--- config.mk ---
export PLATFORM = sky130hd
export DESIGN_NAME = dualmem_port_master
export DESIGN_NICKNAME = d
export VERILOG_FILES = /design/src/rtl/dualmem_pkg.sv /design/src/rtl/dualmem_rsp_fifo.sv /design/src/rtl/dualmem_port_master.sv
export SDC_FILE = /design/constraint.sdc
export NUM_CORES = 1
export LEC_CHECK = 0
export BUFFER_PORTS_ARGS = -buffer_cell sky130_fd_sc_hd__buf_2
export CORE_MARGIN = 2
export CORE_UTILIZATION = 53
export CTS_BUF_LIST = sky130_fd_sc_hd__clkbuf_2 sky130_fd_sc_hd__clkbuf_4 sky130_fd_sc_hd__clkbuf_8
export DETAILED_ROUTE_END_ITERATION = 12
export MAX_ROUTING_LAYER = met4
export PLACE_DENSITY = 0.85
export SLEW_MARGIN = 25
export SYNTH_ARGS = -nofsm -noshare
export SYNTH_HDL_FRONTEND = slang
export SYNTH_SLANG_ARGS = --single-unit
--- constraint.sdc ---
create_clock -name clk -period 7.82 [get_ports clk]
set_input_delay 0.782 -clock clk [delete_from_list [all_inputs] [get_ports clk]]
set_output_delay 0.782 -clock clk [all_outputs]
set_load 0.1 [all_outputs]
--- src/rtl/dualmem_pkg.sv ---
// Shared constants, response payload and byte-enable helper for the
// dual-port BRAM port master.
//   ADDR_W    word address width (512 x 64-bit words)
//   DATA_W    data width (two 32-bit BRAM halves)
//   BE_W      byte-enable width
//   RSP_DEPTH response FIFO depth = maximum outstanding requests
package dualmem_pkg;

    localparam int unsigned ADDR_W    = 9;
    localparam int unsigned DATA_W    = 64;
    localparam int unsigned BE_W      = DATA_W / 8;
    localparam int unsigned RSP_DEPTH = 2;
    localparam int unsigned RSP_CNT_W = $clog2(RSP_DEPTH + 1);

    typedef struct packed {
        logic [DATA_W-1:0] rdata;
        logic              write;
        logic              err;
    } rsp_t;

    // A 32-bit BRAM half only has one write strobe, so its enables must agree.
    function automatic logic be_half_ok(input logic [3:0] half);
        return (half == 4'h0) || (half == 4'hF);
    endfunction

endpackage

--- src/rtl/dualmem_rsp_fifo.sv ---
// Registered response FIFO holding rsp_t entries in request order.
//   clk, rst   clock, asynchronous active-high reset
//   push       write push_data at the tail
//   push_data  response entering the FIFO
//   pop        remove the head entry
//   head       registered head entry (stable until popped)
//   valid      FIFO not empty
//   count      number of stored entries
module dualmem_rsp_fifo
    import dualmem_pkg::*;
#(
    parameter int unsigned DEPTH = RSP_DEPTH
) (
    input  logic                       clk,
    input  logic                       rst,
    input  logic                       push,
    input  rsp_t                       push_data,
    input  logic                       pop,
    output rsp_t                       head,
    output logic                       valid,
    output logic [$clog2(DEPTH+1)-1:0] count
);

    localparam int unsigned PTR_W = (DEPTH > 1) ? $clog2(DEPTH) : 1;
    localparam int unsigned CNT_W = $clog2(DEPTH + 1);

    rsp_t             entries [DEPTH];
    logic [PTR_W-1:0] wr_ptr;
    logic [PTR_W-1:0] rd_ptr;

    function automatic logic [PTR_W-1:0] ptr_inc(input logic [PTR_W-1:0] p);
        return (p == PTR_W'(DEPTH - 1)) ? '0 : p + PTR_W'(1);
    endfunction

    // Storage, pointers and occupancy; push and pop together leave count unchanged.
    always_ff @(posedge clk or posedge rst) begin
        if (rst) begin
            for (int i = 0; i < int'(DEPTH); i++) begin
                entries[i] <= '0;
            end
            wr_ptr <= '0;
            rd_ptr <= '0;
            count  <= '0;
        end else begin
            if (push) begin
                entries[wr_ptr] <= push_data;
                wr_ptr          <= ptr_inc(wr_ptr);
            end
            if (pop) begin
                rd_ptr <= ptr_inc(rd_ptr);
            end
            case ({push, pop})
                2'b10:   count <= count + CNT_W'(1);
                2'b01:   count <= count - CNT_W'(1);
                default: count <= count;
            endcase
        end
    end

    assign head  = entries[rd_ptr];
    assign valid = (count != '0);

    // A push into a full FIFO is only legal when the head leaves in the same cycle.
    a_no_overflow: assert property (@(posedge clk) disable iff (rst)
        push |-> ((count != CNT_W'(DEPTH)) || pop));

endmodule

--- src/rtl/dualmem_port_master.sv ---
// Initiator for one port of the 512x64 dual-port BRAM: turns a valid/ready
// request channel into BRAM strobes, tracks the 1-cycle read latency and
// returns ordered responses through a small FIFO.
//   clk, rst        clock, asynchronous active-high reset
//   req_*           request channel (we, addr, wdata, be)
//   rsp_*           response channel (rdata, write, err)
//   mem_en/we/addr/wdata  BRAM strobes, driven in the handshake cycle
//   mem_rdata       BRAM dout, valid one cycle after a read strobe
module dualmem_port_master
    import dualmem_pkg::*;
(
    input  logic              clk,
    input  logic              rst,
    input  logic              req_valid,
    output logic              req_ready,
    input  logic              req_we,
    input  logic [ADDR_W-1:0] req_addr,
    input  logic [DATA_W-1:0] req_wdata,
    input  logic [BE_W-1:0]   req_be,
    output logic              rsp_valid,
    input  logic              rsp_ready,
    output logic [DATA_W-1:0] rsp_rdata,
    output logic              rsp_write,
    output logic              rsp_err,
    output logic              mem_en,
    output logic [BE_W-1:0]   mem_we,
    output logic [ADDR_W-1:0] mem_addr,
    output logic [DATA_W-1:0] mem_wdata,
    input  logic [DATA_W-1:0] mem_rdata
);

    localparam int unsigned OUT_W = RSP_CNT_W + 1;

    logic                 ready_en;
    logic                 inflight;
    logic                 pend_write;
    logic                 pend_err;
    logic [RSP_CNT_W-1:0] fifo_count;
    logic [OUT_W-1:0]     outstanding;
    logic                 pop;
    logic                 accept;
    logic                 legal_be;
    rsp_t                 push_rsp;
    rsp_t                 head_rsp;

    // Credit check and issue; req_ready depends only on state and rsp_ready.
    always_comb begin
        pop         = rsp_valid & rsp_ready;
        outstanding = OUT_W'(fifo_count) + OUT_W'(inflight) - OUT_W'(pop);
        req_ready   = ready_en & (outstanding < OUT_W'(RSP_DEPTH));
        accept      = req_valid & req_ready;
        legal_be    = ~req_we | (be_half_ok(req_be[3:0]) & be_half_ok(req_be[7:4]));
        mem_en      = accept & legal_be;
        mem_we      = accept ? ({BE_W{req_we}} & req_be) : '0;
        mem_addr    = accept ? req_addr : '0;
        mem_wdata   = accept ? req_wdata : '0;
    end

    // In-flight slot: the accepted request waits here for the BRAM read data.
    always_ff @(posedge clk or posedge rst) begin
        if (rst) begin
            ready_en   <= 1'b0;
            inflight   <= 1'b0;
            pend_write <= 1'b0;
            pend_err   <= 1'b0;
        end else begin
            ready_en   <= 1'b1;
            inflight   <= accept;
            pend_write <= accept & req_we;
            pend_err   <= accept & ~legal_be;
        end
    end

    // Write responses carry zero data regardless of BRAM dout.
    always_comb begin
        push_rsp       = '0;
        push_rsp.rdata = pend_write ? '0 : mem_rdata;
        push_rsp.write = pend_write;
        push_rsp.err   = pend_err;
    end

    dualmem_rsp_fifo #(
        .DEPTH (RSP_DEPTH)
    ) u_rsp_fifo (
        .clk       (clk),
        .rst       (rst),
        .push      (inflight),
        .push_data (push_rsp),
        .pop       (pop),
        .head      (head_rsp),
        .valid     (rsp_valid),
        .count     (fifo_count)
    );

    assign rsp_rdata = head_rsp.rdata;
    assign rsp_write = head_rsp.write;
    assign rsp_err   = head_rsp.err;

endmodule
# Yosys cells after proc, flatten, opt, wreduce, memory -nomap -nowiden
# Cells that the tools add are included.
# word_totals
elab_cells,60
output_inout_bits,150
ff_bits,140
# classes
mux,13
magnitude_cmp,4
addsub,6
n_eq_ne,4
n_bitwise,13
reduce_logical,7
# ops
op,count
2-to-1 mux 66 bit,4
bitwise mux 132 bit,1
2-to-1 mux 64 bit,2
demux 66 bit (select 1 bit),1
2-to-1 mux 9 bit,1
AND 8 bit,1
"== test 4 bit, second input constant",2
logical NOT 4 bit,2
2-to-1 mux 8 bit,1
AND 1 bit,7
">= comparator 2 bit, second input constant",2
inverter 1 -> 2 bit,2
one-hot mux 2 bit (2 select lines),1
nonzero test 2 bit,2
adder 2 x 1 -> 3 bit,1
"less-than comparator 3 x 2 -> 1 bit, second input constant",1
subtractor 3 x 1 -> 3 bit,1
"adder 1 bit, second input constant",2
"adder 2 x 1 -> 2 bit, second input constant",1
"== test 2 x 1 -> 1 bit, second input constant",1
"== test 2 bit, second input constant",1
logical OR 1 bit,2
"less-than comparator 2 x 1 -> 1 bit, second input constant",1
2-to-1 mux 1 bit,2
4 further kinds,5

# Logic depth before layout (Yosys ltp)
# Gate-level depths: netlist of the first run.
# logic_depth
ltp_word,7
mapped_depth,9
depth_no_buf,7

# Modules after synthesis
# Synthesis of the first run repeated with hierarchy kept, for this count alone.
# hier_totals
hier_cells,551
hier_area_um2,7124.3
# modules_own_cells
module,seq_area_each_um2,cells_per_inst,area_per_inst_um2,n_inst
dualmem_rsp_fifo,3403.3,367,5866.9,1
dualmem_port_master,100.1,184,1257.5,1

# Worst setup path after synthesis of the first run
# Ideal clock, no wire load.
# synth_timing
path_type,input -> output
startpoint,input rsp_ready
endpoint,output mem_en
n_path_buf,1
path_slack_ns,2.698
t_arrival_ns,4.340
path_stages,8
cell_sequence,and3b_1 > a21oi_1 > nand2b_1 > fa_1 > xnor2_1 > and4_4 > clkbuf_2 > a21boi_0
# synth_between
elab_chain_len,6
# synth_lines
element,line,source
"start, declared",dualmem_port_master.sv:21,"input logic rsp_ready,"
AND 1 bit,dualmem_port_master.sv:48,pop = rsp_valid & rsp_ready;
subtractor 3 x 1 -> 3 bit,dualmem_port_master.sv:49,outstanding = OUT_W'(fifo_count) + OUT_W'(inflight) - OUT_W'(pop);
less-than comparator 3 x 2 -> 1 bit,dualmem_port_master.sv:50,req_ready = ready_en & (outstanding < OUT_W'(RSP_DEPTH));
AND 1 bit,dualmem_port_master.sv:50,
AND 1 bit,dualmem_port_master.sv:51,accept = req_valid & req_ready;
AND 1 bit,dualmem_port_master.sv:53,mem_en = accept & legal_be;
"end, declared",dualmem_port_master.sv:25,"output logic mem_en,"
# Every way passes these cells.

# Worst setup path in the final report of the first run
# layout_timing
startpoint,register u_rsp_fifo.count[1]
endpoint,output mem_wdata[22]
# layout_between
elab_chain_len,7
# layout_lines
element,line,source
"start, declared",dualmem_rsp_fifo.sv:21,output logic [$clog2(DEPTH+1)-1:0] count
"start signal, assigned",dualmem_rsp_fifo.sv:53,2'b10: count <= count + CNT_W'(1);
"start signal, assigned",dualmem_rsp_fifo.sv:54,2'b01: count <= count - CNT_W'(1);
"start signal, assigned",dualmem_rsp_fifo.sv:55,default: count <= count;
"parallel branches: the longest is 2 deep, another holds adder 2 x 1 -> 3 bit",--,
subtractor 3 x 1 -> 3 bit (*),dualmem_port_master.sv:49,
less-than comparator 3 x 2 -> 1 bit (*),dualmem_port_master.sv:50,
AND 1 bit (*),dualmem_port_master.sv:50,
AND 1 bit (*),dualmem_port_master.sv:51,
2-to-1 mux 64 bit (*),dualmem_port_master.sv:56,mem_wdata = accept ? req_wdata : '0;
"end, declared",dualmem_port_master.sv:28,"output logic [DATA_W-1:0] mem_wdata,"
# Every way passes the cells marked *.

==> results of run 1 <==
-- flip-flops by register name (all words and copies together) (netlist names) --
signal	flops
u_rsp_fifo.wr_ptr	1
inflight	1
u_rsp_fifo.rd_ptr	1
pend_err	1
u_rsp_fifo.entries	132
ready_en	1
pend_write	1
u_rsp_fifo.count	2
-- layout by cell type, fill, tap and decap left out, drive strengths merged, types with 2 or more instances in the layout --
master	n
clkinv	4
buf	304
inv	4
xnor2	3
dfrtp	140
and4	4
and2	74
clkbuf	21
mux2	70
nor4	2
o21ai	128
bufinv	3
nand2	130
diode	6
a21oi	3
and3	10
nand2b	67
-- routing by layer --
layer,track usage (%),up-vias
li1,-,2841
met1,35.7,2763
met2,45.4,198
met3,6.23,30
met4,8.58,0
met5,-,-
-- logic make-up after synthesis --
group | after synthesis | synth area share (%)
buffers and inverters | 55 | 4.24
AO/OA/AOI/OAI | 133 | 9.83
flip-flops | 140 | 51.4
AND/OR/NAND/NOR | 290 | 22.1
multiplexers | 70 | 11.6
other | 1 | 0.0551
adder cells (fa/ha/maj) | 1 | 0.294
XOR/XNOR | 4 | 0.514
-- cell type report --
class,instances,area (µm²),share of cell area [%]
sequential,140,3500,40.1
inverter,2,12.5,0.143
multi-input combinational,499,3030,34.8
timing repair buffer,304,1530,17.6
antenna,6,15.0,0.172
clock inverter,10,139,1.59
clock buffer,21,277,3.17
tap,172,215,2.46
-- metrics by stage --
stage | cells | setup slack, ps
CTS | 1148 | 3700
global placement | 1117 | 3810
finish | 1154 | 3700
detailed placement | 1117 | 3750
floorplan | 694 | 2700
global route | 1154 | 3440
-- worst paths after layout --
check | startpoint | end | depth (start not counted) | slack [ps]
setup reg to reg | u_rsp_fifo.count[1] | pend_err | 7 | 5300
max in group asynchronous | rst | u_rsp_fifo.entries[92] | 3 | 6200
hold reg to reg | u_rsp_fifo.entries[89] | u_rsp_fifo.entries[89] | 2 | 480
setup / recovery | u_rsp_fifo.count[1] | mem_wdata[22] | 8 | 3700
hold / removal | u_rsp_fifo.entries[89] | u_rsp_fifo.entries[89] | 2 | 480
min in group asynchronous | rst | u_rsp_fifo.entries[73] | 2 | 520
-- worst register-to-register path, stage by stage (launching register included) --
cell and delay [ps]:
dfrtp_1 470, and3b_1 240, a21oi_1 80, nand2b_1 160, fa_1 380, xnor2_1 190, and4_4 660, and3_1 280
==> impl_results.md, run 1 <==
* Outcome: finished, final reports clean
* Synthesized netlist net count at 845
* DRC Markers at 0
* Routed wl met3 at 1.17 mm
* Crit path time final at 4120 ps
* Longest Clk Path Bufs at 2
* Post-synthesis instance area at 6810 µm²
* Wire length of the first global-routing pass at 29.5 mm
* Post-route design area at 8730 µm²
* Cell type contributing the most total cell area after synthesis: dfrtp_1
* Clk_skew at 10.8 ps
* Clock latency on the worst-skew pair at 430 ps
* Startpoint type of the worst setup path: flip-flop
* Most used flip-flop cell after synthesis: dfrtp_1
* TritonCTS sink count at 140
* Worst slew margin relative to its limit at 38.0%
* Final estimated routing congestion in global placement at 1.05
* Ordered list of cells on the worst path: and3b_1 -> a21oi_1 -> nand2b_1 -> fa_1 -> xnor2_1 -> and4_4 -> and2_1 -> buf_2
* DRC marker count from the first detailed-route iteration at 400
* Buffers plus inverters on the worst setup path at 1
* Wire length on met2 at 9.35 mm
* Pin count of the biggest net entering global routing at 105
* Cell area reported after detailed placement at 8300 µm²
* Portion of synthesized cell area occupied by the leading cell type at 51.4%
* DP HPWL at 13.5 mm
* Cell with the largest stage delay on the worst path: and4_4
* Number of distinct library cells after synthesis at 27
* Antenna violations before repair at 6
* Total wirelength of the detailed-routed design at 18.8 mm
* Total of endpoints with negative setup slack in the final report at 0
* Commonest cells in the synthesized netlist: 140 x dfrtp_1, 130 x nand2_1, 127 x o21ai_0
* Highest routed layer: met4
* Slew Viols, Final at 0
* Yosys warns at 0
* Delay-heaviest family, CP: simple AND/OR/NAND/NOR gates
* Start-to-end type of the worst setup path: reg2out
* IO buf count at 299
* Req. time, crit path at 7040 ps
* Vias post-DR at 5,832
* Largest fanout on the critical path at 85
* H-tree level count at 4
* Total grt overflow at 0
* Setup repair after global routing missed its margin: false
* Number of synthesized flops with an enable pin at 0
* Sequential-to-total area share from yosys stat at 51.4%
* Filler Cells Inserted at 1,013
* Synthesis-stage register bit count at 140
* Die Span X at 117 µm
* Vertical die dimension at 117 µm
* Final worst-path cycle share at 52.7%
* Crit-path max cell delay at 660 ps
* Cells after synthesis at 694
* Boundary Pins at 300
* Achievable Freq at 0.243 GHz
* Actual slew at the worst max-slew pin at 930 ps
* CTS Hold Bufs at 0
* Hold WC Path Type: reg2reg
* Clock input transition at the sequential cells of the worst setup and hold paths at 80 ps
* Post-CTS setup repair buffer count at 0
* Data arrival, critical path at 3340 ps
* Fin Setup TNS at 0 ps
* Number of buffers inserted during clock tree synthesis at 17
* Post-layout net count at 1,115
* Final hold slack at 477 ps
* Proportion of synthesized flip-flops having asynchronous set or reset at 100%
* Max cap viols at 0
* Mean instance size in the synthesized netlist at 9.81 µm²
* Via density per instance at 5.05
* Number of nets still failing antenna checks after routing at 0
* Count of cells resized by post-cts repair at 0
* Area Growth Syn to Fin at 28.2%
* Wire length the detailed router placed on met1 at 7.83 mm
* Overall Global Routing Usage at 28.1%
* Total number of placement rows at 41
* Wirelength per Cell at 16.3 µm
* Largest cells by area after synthesis: dfrtp_1 51%, mux2_2 12%, o21ai_0 9.3%, nand2_1 7.2%, and2_1 6.8%
* Share of final-layout standard cells stronger than drive strength 1 at 42.1%
* Setup crit end kind: output port
* Share of the core filled with cells at 69.5%
* Via count of the first global-routing pass at 5,608
* Core region area at 12,600 µm²
* Die footprint at 13,800 µm²
* Library cell with the highest instance count after synthesis: dfrtp_1
* Final hold violation count at 0
* Starting utilization of the core area at 54.2%
* Root cell of the clock tree: clkbuf_8
* Pre-antenna DRT Iters at 5
* Clock tree from TritonCTS: yes
Power of run 1 is not shown: default switching activity piles up to over one toggle a cycle in this logic, so the estimate is an artifact.
==> run 2: changes to the inputs <==
CORE_UTILIZATION = 44   (was 53)
PLACE_DENSITY = 0.75   (was 0.85)
clock period = 3.65 ns   (was 7.82 ns; I/O delays follow)
==> impl_results.md, run 2 (same netlist as run 1, synthesis figures left out) <==
* Area Growth Syn to Fin at 31.4%
* Final hold slack at 64.0 ps
* Vias post-DR at 5,811
* Wire length of the first global-routing pass at 29.8 mm
* Pin count of the biggest net entering global routing at 115
* Reg2reg end: pend_err
* Worst slew margin relative to its limit at 45.6%
* Number of nets still failing antenna checks after routing at 0
* Starting utilization of the core area at 45.0%
* Core region area at 15,100 µm²
* Req. time, crit path at 3280 ps
* Pre-antenna DRT Iters at 4
* Hold WC Path Type: in2async
* Largest registers in the final layout: u_rsp_fifo.entries: 132 flops, u_rsp_fifo.count: 2 flops
* Startpoint type of the worst setup path: flip-flop
* Largest fanout on the critical path at 12
* Leading cell types in the layout, fill and taps excluded: 262 x buf_2, 138 x dfrtp_1, 129 x nand2_1
* Final hold violation count at 0
* Overall Global Routing Usage at 24.5%
* Start-to-end type of the worst setup path: reg2out
* Share of final-layout standard cells stronger than drive strength 1 at 42.8%
* Startpoint of the most critical register-to-register path: u_rsp_fifo.count[0]
* Clock tree from TritonCTS: yes
* Via count of the first global-routing pass at 5,600
* H-tree level count at 4
* Total grt overflow at 0
* Setup repair after global routing missed its margin: false
* Total number of placement rows at 45
* DRC marker count from the first detailed-route iteration at 325
* Data arrival, critical path at 3100 ps
* Worst slack, placed at 440 ps
* Total wirelength of the detailed-routed design at 19.7 mm
* Setup crit end kind: output port
* Slack of the worst reg-to-reg path at 1300 ps
* Boundary Pins at 300
* Clk_skew at 13.4 ps
* CTS Hold Bufs at 0
* Slew Viols, Final at 0
* Fin Setup TNS at 0 ps
* Final estimated routing congestion in global placement at 0.911
* Actual slew at the worst max-slew pin at 814 ps
* Max cap viols at 0
* Die footprint at 16,500 µm²
* Clock input transition at the sequential cells of the worst setup and hold paths at 80 ps
* Final worst-path cycle share at 94.9%
* Vertical die dimension at 128 µm
* IO buf count at 299
* Max reg flops at 132
* Antenna violations before repair at 3
* Worst Reg-to-Reg Cells at 7
* Clock latency on the worst-skew pair at 440 ps
* Die Span X at 128 µm
* DP HPWL at 13.8 mm
* Root cell of the clock tree: clkbuf_8
* Achievable Freq at 0.289 GHz
* Via density per instance at 4.94
* Post-layout net count at 1,123
* Crit path time final at 3470 ps
* Share of the core filled with cells at 59.1%
* Setup slack of the critical path after layout at 185 ps
* Longest Clk Path Bufs at 2
* Most common library cell in the layout ignoring fill and taps: buf_2
* Outcome: finished, final reports clean
* Number of buffers inserted during clock tree synthesis at 17
* Top reg by flops: u_rsp_fifo.entries
* Total of endpoints with negative setup slack in the final report at 0
* Wirelength per Cell at 16.8 µm
* TritonCTS sink count at 140
* DRC Markers at 0
## run 2: cell count changes in the layout (fill, tap and decap cells not counted), sizes merged
cell / change
clkbuf: +11
buf: -3
clkinvlp: +2
diode: -2
inv: -2
and4: +1
## run 2: critical path, cell delays in order (launching register included)
cell      delay, ps
dfrtp_1         410
and3b_1         270
a21oi_1          80
nand2b_1        170
fa_1            420
xnor2_2         210
and4_4          340
buf_4           190
and2_1          140
buf_2           430
## run 2: timing repair
item | 4_1_cts | 5_1_grt
setup buffers | 0 | 2
cloned | 0 | 1
endpoints found under the setup margin | 27 | 51
pin swaps | 0 | 1
resized for setup | 27 | 12
endpoints found under the hold margin | 0 | 0
## run 2: cell type report
class                   instances  area [µm²]
clock inverters                10         138
well taps                     188         235
repair buffers                311        1700
fillers                      1342        6200
multi-input cells             500        3060
flip-flops and latches        140        3510
inverters                       2        11.3
clock buffers                  22         284
diodes                          4        10.0
## run 2: worst max-delay path by stage
stage                              from            end  slack, ps  depth (start not counted)
floorplan           u_rsp_fifo.count[1]         mem_en         -2                          8
global placement              rsp_ready  mem_wdata[10]        540                         10
detailed placement  u_rsp_fifo.count[1]   mem_wdata[7]        440                          9
CTS                 u_rsp_fifo.count[1]   mem_wdata[2]         30                          9
global route        u_rsp_fifo.count[1]  mem_wdata[20]         20                          9
finish              u_rsp_fifo.count[0]  mem_wdata[31]        180                          9
## run 2: per-layer routing
metal,vias up,GRT usage (%),share of wire [%]
li1,2861,-,-
met1,2741,29.3,42
met2,184,41.0,51
met3,25,5.65,5.2
met4,0,8.34,1.8
met5,-,-,0
## run 2: per-stage QoR
stage | cells | cell area [µm²]
after floorplan | 694 | 6820
after global placement | 1137 | 8360
after detailed placement | 1137 | 8360
after CTS | 1169 | 8850
after global routing | 1176 | 8950
final | 1177 | 8950
Power of run 2 is left out for the same reason.
==> run 3: changes to the inputs <==
BUFFER_PORTS_ARGS = default   (was -buffer_cell sky130_fd_sc_hd__buf_2)
CORE_AREA = 2 2 117 119   (was default)
CORE_MARGIN = default   (was 2)
CORE_UTILIZATION = default   (was 44)
DIE_AREA = 0 0 119 121   (was default)
DONT_BUFFER_PORTS = 1   (was default)
PLACE_DENSITY = 0.67   (was 0.75)
==> impl_results.md, run 3 (same netlist as run 1, synthesis figures left out) <==
* Wirelength per Cell at 20.8 µm
* DP HPWL at 13.7 mm
* Hold WC Path Type: in2reg
* Vias post-DR at 5,267
* Req. time, crit path at 3280 ps
* Total of endpoints with negative setup slack in the final report at 0
* Setup repair after global routing missed its margin: true
* Final worst-path cycle share at 95.5%
* Clock input transition at the sequential cells of the worst setup and hold paths at 70 ps
* Vertical die dimension at 121 µm
* Placed Cells at 906
* Setup crit end kind: output port
* Via density per instance at 5.55
* DRC Markers at 0
* Total grt overflow at 0
* Largest registers in the final layout: u_rsp_fifo.entries: 132 flops, u_rsp_fifo.count: 2 flops
* Filler Cells Inserted at 1,092
* Share of the core filled with cells at 60.6%
* Worst Reg-to-Reg Cells at 7
* Total number of placement rows at 42
* Worst hold path cell count at 1
* Post-CTS setup repair buffer count at 0
* Startpoint type of the worst setup path: flip-flop
* Endpoint of the worst hold path: pend_write
* Boundary Pins at 300
* Number of nets still failing antenna checks after routing at 0
* Overall Global Routing Usage at 27.1%
* Largest fanout on the critical path at 22
* Final hold violation count at 0
* Startpoint of the most critical register-to-register path: u_rsp_fifo.count[1]
* TritonCTS sink count at 140
* Achievable Freq at 0.287 GHz
* Slack of the worst reg-to-reg path at 1150 ps
* Longest Clk Path Bufs at 2
* Die Span X at 119 µm
* Starting utilization of the core area at 52.1%
* Final estimated routing congestion in global placement at 1.01
* Max reg flops at 132
* Clock tree from TritonCTS: yes
* Worst Min Path Start: req_we
* Data arrival, critical path at 3120 ps
* Top reg by flops: u_rsp_fifo.entries
* Start-to-end type of the worst setup path: reg2out
* Max cap viols at 0
* Outcome: finished, final reports clean
* Worst slack, placed at 504 ps
* Total wirelength of the detailed-routed design at 19.7 mm
* Pin count of the biggest net entering global routing at 98
* Wire length of the first global-routing pass at 28.4 mm
* IO buf count at 0
* Root cell of the clock tree: clkbuf_8
* Leading cell types in the layout, fill and taps excluded: 138 x dfrtp_1, 129 x nand2_1, 127 x o21ai_0
* Core region area at 13,100 µm²
* Slew Viols, Final at 0
* Post-layout net count at 905
* Crit path time final at 3480 ps
* H-tree level count at 4
* Clock latency on the worst-skew pair at 440 ps
* Die footprint at 14,400 µm²
* Actual slew at the worst max-slew pin at 941 ps
* Antenna violations before repair at 5
* Via count of the first global-routing pass at 5,077
* Reg2reg end: pend_err
* Area Growth Syn to Fin at 16.5%
* Non-filler cells, final at 949
* Clk_skew at 5.57 ps
* Worst slew margin relative to its limit at 37.3%
* Share of final-layout standard cells stronger than drive strength 1 at 26.5%
* Setup slack of the critical path after layout at 166 ps
* DRC marker count from the first detailed-route iteration at 431
* Final hold slack at 57.4 ps
* Pre-antenna DRT Iters at 5
* Number of buffers inserted during clock tree synthesis at 17
* Most common library cell in the layout ignoring fill and taps: dfrtp_1
==> run 3: cell types whose count changed in the layout (fill, tap and decap cells not counted), moves of 2 or more <==
cell | previous run | this run
buf_12 | 2 | 4
clkbuf_4 | 13 | 5
bufinv_16 | 3 | 1
buf_4 | 37 | 86
diode_2 | 4 | 7
and4_4 | 1 | 4
buf_2 | 262 | 0
==> run 3: worst max-delay path by stage <==
stage | slack [ps] | depth (start not counted) | start | to
2_1_floorplan | -2 | 8 | u_rsp_fifo.count[1] | mem_en
3_3_place_gp | 620 | 8 | u_rsp_fifo.count[1] | mem_wdata[3]
3_5_place_dp | 500 | 8 | u_rsp_fifo.count[1] | mem_wdata[3]
4_1_cts | 9 | 8 | u_rsp_fifo.count[1] | mem_wdata[3]
5_1_grt | -20 | 8 | u_rsp_fifo.count[1] | mem_wdata[3]
6_report | 170 | 8 | u_rsp_fifo.count[1] | mem_wdata[3]
==> run 3: what timing repair did <==
action                     4_1_cts  5_1_grt
hold buffers                     1        0
setup endpoints to repair        0       82
gates resized for setup          0        4
hold endpoints to repair        41        0
==> run 3: worst max-delay path: stages, from the launching register on <==
cell and delay (ps):
dfrtp_1 500, and3b_1 270, a21oi_1 80, nand2b_1 170, fa_1 420, xnor2_2 290, and4_4 430, and2_1 220
buf_4 310
==> run 3: final cells by class <==
| class | instances | area, µm² | area share (%) |
|---|---|---|---|
| antenna | 7 | 17.5 | 0.221 |
| clock buffer | 24 | 299 | 3.77 |
| clock inverter | 7 | 66.3 | 0.836 |
| inverter | 2 | 11.3 | 0.142 |
| multi-input combinational | 502 | 3080 | 38.8 |
| sequential | 140 | 3510 | 44.2 |
| tap | 176 | 220 | 2.78 |
| timing repair buffer | 91 | 736 | 9.27 |
==> run 3: per-stage QoR <==
step	cell area (µm²)	TNS [ps]
floorplan	6820	-2.13
CTS	7860	0
global placement	7460	0
global route	7930	-20.0
detailed placement	7480	0
finish	7940	0
==> run 3: per-layer routing <==
metal / up-vias / GRT usage (%) / routed length (µm)
met5: - / - / 0
met3: 24 / 7.57 / 1560
met4: 0 / 9.82 / 394
li1: 2418 / - / -
met1: 2567 / 33.9 / 7960
met2: 258 / 42.5 / 9800
Power of run 3 is left out for the same reason.
